### src/rtl/bomb_timer.sv
// Fuse/blast sequencer for one bomb slot, paced by the 1 Hz clk_1s level.
// clk_1s is resampled into clk_50 and edge-detected into a single-cycle tick.
module bomb_timer #(
    parameter int FUSE_S  = 3,
    parameter int BLAST_S = 1,
    parameter int CNT_W   = 4
) (
    input  logic             clk_50,
    input  logic             reset_n,
    input  logic             clk_1s,
    input  logic             plant,
    input  logic             detonate,
    output logic             armed,
    output logic             blast,
    output logic             done,
    output logic [CNT_W-1:0] seconds_left
);

    localparam logic [1:0] IDLE  = 2'd0;
    localparam logic [1:0] ARMED = 2'd1;
    localparam logic [1:0] BLAST = 2'd2;

    localparam logic [CNT_W-1:0] FUSE_LD  = CNT_W'(FUSE_S);
    localparam logic [CNT_W-1:0] BLAST_LD = CNT_W'(BLAST_S);
    localparam logic [CNT_W-1:0] ONE      = CNT_W'(1);

    logic             s1, s2, s3;
    logic             tick;
    logic [1:0]       state, state_n;
    logic [CNT_W-1:0] cnt_n;
    logic             done_n;

    // Chain resets high so a rising edge needs a real 0 sample first.
    always_ff @(posedge clk_50 or negedge reset_n) begin
        if (!reset_n) begin
            s1 <= 1'b1;
            s2 <= 1'b1;
            s3 <= 1'b1;
        end else begin
            s1 <= clk_1s;
            s2 <= s1;
            s3 <= s2;
        end
    end

    assign tick = s2 & ~s3;

    always_comb begin
        state_n = state;
        cnt_n   = seconds_left;
        done_n  = 1'b0;
        case (state)
            IDLE: begin
                if (plant) begin
                    state_n = ARMED;
                    cnt_n   = FUSE_LD;
                end
            end
            ARMED: begin
                if (detonate) begin
                    state_n = BLAST;
                    cnt_n   = BLAST_LD;
                end else if (tick) begin
                    if (seconds_left > ONE) begin
                        cnt_n = seconds_left - ONE;
                    end else begin
                        state_n = BLAST;
                        cnt_n   = BLAST_LD;
                    end
                end
            end
            BLAST: begin
                if (tick) begin
                    if (seconds_left > ONE) begin
                        cnt_n = seconds_left - ONE;
                    end else begin
                        state_n = IDLE;
                        cnt_n   = '0;
                        done_n  = 1'b1;
                    end
                end
            end
            default: begin
                state_n = IDLE;
                cnt_n   = '0;
            end
        endcase
    end

    // Flags are registered from the next state so they line up with the count.
    always_ff @(posedge clk_50 or negedge reset_n) begin
        if (!reset_n) begin
            state        <= IDLE;
            seconds_left <= '0;
            armed        <= 1'b0;
            blast        <= 1'b0;
            done         <= 1'b0;
        end else begin
            state        <= state_n;
            seconds_left <= cnt_n;
            armed        <= (state_n == ARMED);
            blast        <= (state_n == BLAST);
            done         <= done_n;
        end
    end

endmodule

### config.mk
export PLATFORM = sky130hd
export DESIGN_NAME = bomb_timer
export DESIGN_NICKNAME = d
export VERILOG_FILES = /design/src/rtl/bomb_timer.sv
export SDC_FILE = /design/constraint.sdc
export NUM_CORES = 1
export LEC_CHECK = 0
export CAP_MARGIN = 20
export CORE_AREA = 2 2 39 41
export CTS_BUF_LIST = sky130_fd_sc_hd__clkbuf_8
export DETAILED_ROUTE_END_ITERATION = 10
export DIE_AREA = 0 0 41 43
export PLACE_DENSITY = 0.74
export SYNTH_ARGS = -nofsm -noshare
export SYNTH_HDL_FRONTEND = slang
export SYNTH_SLANG_ARGS = --single-unit
### constraint.sdc
create_clock -name clk_50 -period 4.57 [get_ports clk_50]
set_input_delay 0.914 -clock clk_50 [delete_from_list [all_inputs] [get_ports clk_50]]
set_output_delay 0.914 -clock clk_50 [all_outputs]
set_load 0.02 [all_outputs]
==> results.txt <==
Status = complete, no violations
Seq pwr share = 0.338
Largest net degree at the start of global routing = 14
Area growth from synthesis to layout = 26.4%
RSZ-0062 raised after global routing = no
Post-route cell area = 808 um2
Final hold vios = 0
R2r setup slk = 2840 ps
DRT Pass-1 Iters = 4
Post-CTS Setup Repair Bufs = 0
CP startpoint kind = register
DR vias/cell = 5.76
Placer Congestion = 0.831
Filler cells = 135
Vias in the first global route = 470
CTS root buf = clkbuf_8
Crit. Startpoint = seconds_left[3]$_DFFE_PN0P_
Worst path top cell family by delay = buffers and inverters
# rows = 14
Crit path cell chain = clkdlybuf4s50_1
Synth unique cells = 31
Seq cells post-synth = 12
Worst Hold End = s2$_DFF_PN1_
Cts bufs inserted = 3
Hold Path Origin = s1$_DFF_PN1_
Chip width = 41 um
Clock insertion delay at the later pin of the skew report = 240 ps
Critical R2R Launch = seconds_left[0]$_DFFE_PN0P_
# hold bufs at CTS = 0
# DRC = 0
First-pass GRT wire length = 2.07 mm
Initial antenna violation count = 0
Worst-Margin Slew = 537 ps
Post-CTS sizing = 0
Leakage power = 0.343 nW
XOR/XNOR Fraction of Synth Area = 0
Placed cell count = 83
Post-Synth Simple-Gate Area = 0.221
PwrDens = 674 mW/mm2
Routed wire per std cell = 14.2 um
Endpoints failing setup = 0
WP data arrival = 1370 ps
Syn Area/Cell = 11.0 um2
Worst slack, placed = 2190 ps
H-tree levels = 1
Seq/Total Area, Yosys = 0.476
All-Layer GR Usage = 0.170
GRT overflow = 0
WP buf/inv = 1
Die Height = 43 um
Crit path time final = 2290 ps
Die footprint = 0.00176 mm2
Crit path capture type = primary output
Max Slew Vio Count = 0
Required time of the worst setup path = 3660 ps
Clock Skew = 7.62 ps
Period utilisation layout = 0.501
Core region area = 0.00138 mm2
Worst rel slew slack = 0.641
Adder-Cell Fraction of Synth Area = 0.0391
Starting Density = 0.462
Worst ir drop on vdd = 0.000328 V
Non-filler cells, final = 87
Final WL = 1.24 mm
Share of cells above drive strength 1 = 0.183
FF-to-FF path depth = 6
Clock Path Buffers = 2
Switching power total = 0.211 mW
Synthesized area = 639 um2
Placed inst area = 753 um2
Post-detail-place hpwl = 843 um
Detailed Route Iter0 Violations = 5
Combinational Power Share = 0.454
CTS tree = built
Detail Route Antenna Nets = 0
Switch share = 0.388
Final nets = 79
Internal power = 0.333 mW
Mux share of post-synthesis cell area = 0
F_max = 437 MHz
Number of diodes = 0
Max_cap viols = 0
Clock group share of total power = 0.208
Vias = 501
Boundary Pins = 12
Crit path largest cell delay = 660 ps
Hold crit path type = reg -> reg
Syn Nets = 65
Critical path class = reg -> out
Synth Instances = 58
IO buf count = 11
Crit Reg-Reg Endpoint = seconds_left[1]$_DFFE_PN0P_
Sum of negative setup slack = 0 ps
Synth Area in Compound Gates = 0.221
Crit-path max FO = 7
Main combinational cell family by area after synthesis = compound AO/OA/AOI/OAI gates
Hold Crit Depth = 0
Fin Hold WS = 355 ps
Slowest cell on the critical path = clkdlybuf4s50_1
Sink Count = 12
Final worst setup slack = 2280 ps
Syn. warnings = 0
Clk slew on worst S/H paths = 60 ps
## through the flow
stage                      util  power (mW)
after floorplan               -       0.356
after global placement    0.544       0.428
after detailed placement  0.544       0.431
after CTS                 0.584       0.549
after global routing      0.584       0.590
final                     0.584       0.545
## final cells by class
cell class                 instances  area (um2)  share of cell area
inverter                           3        11.3              0.0139
clock buffer                       4        55.1              0.0681
timing repair buffer              11         110               0.136
sequential                        12         304               0.376
multi-input combinational         41         308               0.381
tap                               16        20.0              0.0248
## logic make-up after synthesis
family,Yosys count
adder cells (fa/ha/maj),2
AO/OA/AOI/OAI,20
buffers and inverters,5
AND/OR/NAND/NOR,19
flip-flops,12
## worst max-delay path by stage
stage / end / cells past startpoint / slack, ps
after floorplan: seconds_left[0]$_DFFE_PN0P_ / 4 / 2760
after global placement: seconds_left[3]$_DFFE_PN0P_ / 4 / 2190
after CTS: seconds_left[3] / 1 / 2290
final: seconds_left[3] / 1 / 2280
after detailed placement: seconds_left[0]$_DFFE_PN0P_ / 5 / 2190
after global routing: seconds_left[3] / 1 / 2260
## Yosys cell counts
| library cell | instances | share of area |
|---|---|---|
| o22ai_1 | 3 | 0.029 |
| o21ai_0 | 3 | 0.023 |
| nor4b_2 | 2 | 0.047 |
| nand2b_1 | 2 | 0.020 |
| o311a_1 | 1 | 0.016 |
| and2_4 | 1 | 0.014 |
| o21a_1 | 1 | 0.012 |
| buf_2 | 1 | 0.0078 |
| a211oi_1 | 1 | 0.012 |
| a211o_1 | 1 | 0.014 |
| o21ai_1 | 1 | 0.0078 |
| and2b_1 | 1 | 0.012 |
| nor3_1 | 2 | 0.016 |
| or3b_4 | 1 | 0.018 |
| nor4_1 | 1 | 0.0098 |
| nand3b_1 | 2 | 0.023 |
| dfrtp_1 | 9 | 0.35 |
| dfstp_2 | 3 | 0.12 |
| or2b_1 | 1 | 0.012 |
| o31ai_1 | 3 | 0.035 |
| inv_1 | 3 | 0.018 |
| nor2_1 | 2 | 0.012 |
| ha_1 | 2 | 0.039 |
| or3_1 | 1 | 0.0098 |
| a21oi_1 | 4 | 0.031 |
| nand2_1 | 1 | 0.0059 |
| nand2b_2 | 1 | 0.014 |
| buf_6 | 1 | 0.018 |
| o32a_1 | 1 | 0.016 |
| or2_1 | 1 | 0.0098 |
| o41ai_2 | 1 | 0.025 |
## power groups by stage
stage | Clock, mW | Sequential (mW) | Combinational, mW
after floorplan | 0 | 0.190 | 0.167
after global placement | 0 | 0.186 | 0.243
after detailed placement | 0 | 0.185 | 0.246
after CTS | 0.116 | 0.184 | 0.248
after global routing | 0.124 | 0.192 | 0.274
final | 0.113 | 0.184 | 0.247
## state kept, by name (all words and copies together), names as in the netlist
signal / count
state: 2
s1: 1
s2: 1
armed: 1
done: 1
seconds_left: 4
s3: 1
blast: 1
## routing by layer
metal	vias up	share of wire	GRT usage
met5	-	0	0
met4	0	0.0081	0.0400
met3	2	0.049	0.0314
met2	15	0.43	0.234
met1	240	0.51	0.270
li1	244	-	-
## placed cells by master, fill, tap and decap left out, drive strengths merged
cell            n
nand2           1
a211oi          1
nor4b           2
dfrtp           9
o21ai           4
or3             1
o21a            1
a21oi           4
nand2b          3
nand3b          2
o32a            1
inv             3
clkbuf          4
ha              2
o311a           1
nor3            2
o31ai           3
or3b            1
and2            1
clkdlybuf4s50  11
dfstp           3
and2b           1
or2             1
o41ai           1
nor4            1
nor2            2
o22ai           3
or2b            1
a211o           1
Note: power is estimated with default switching activity, not from simulation.
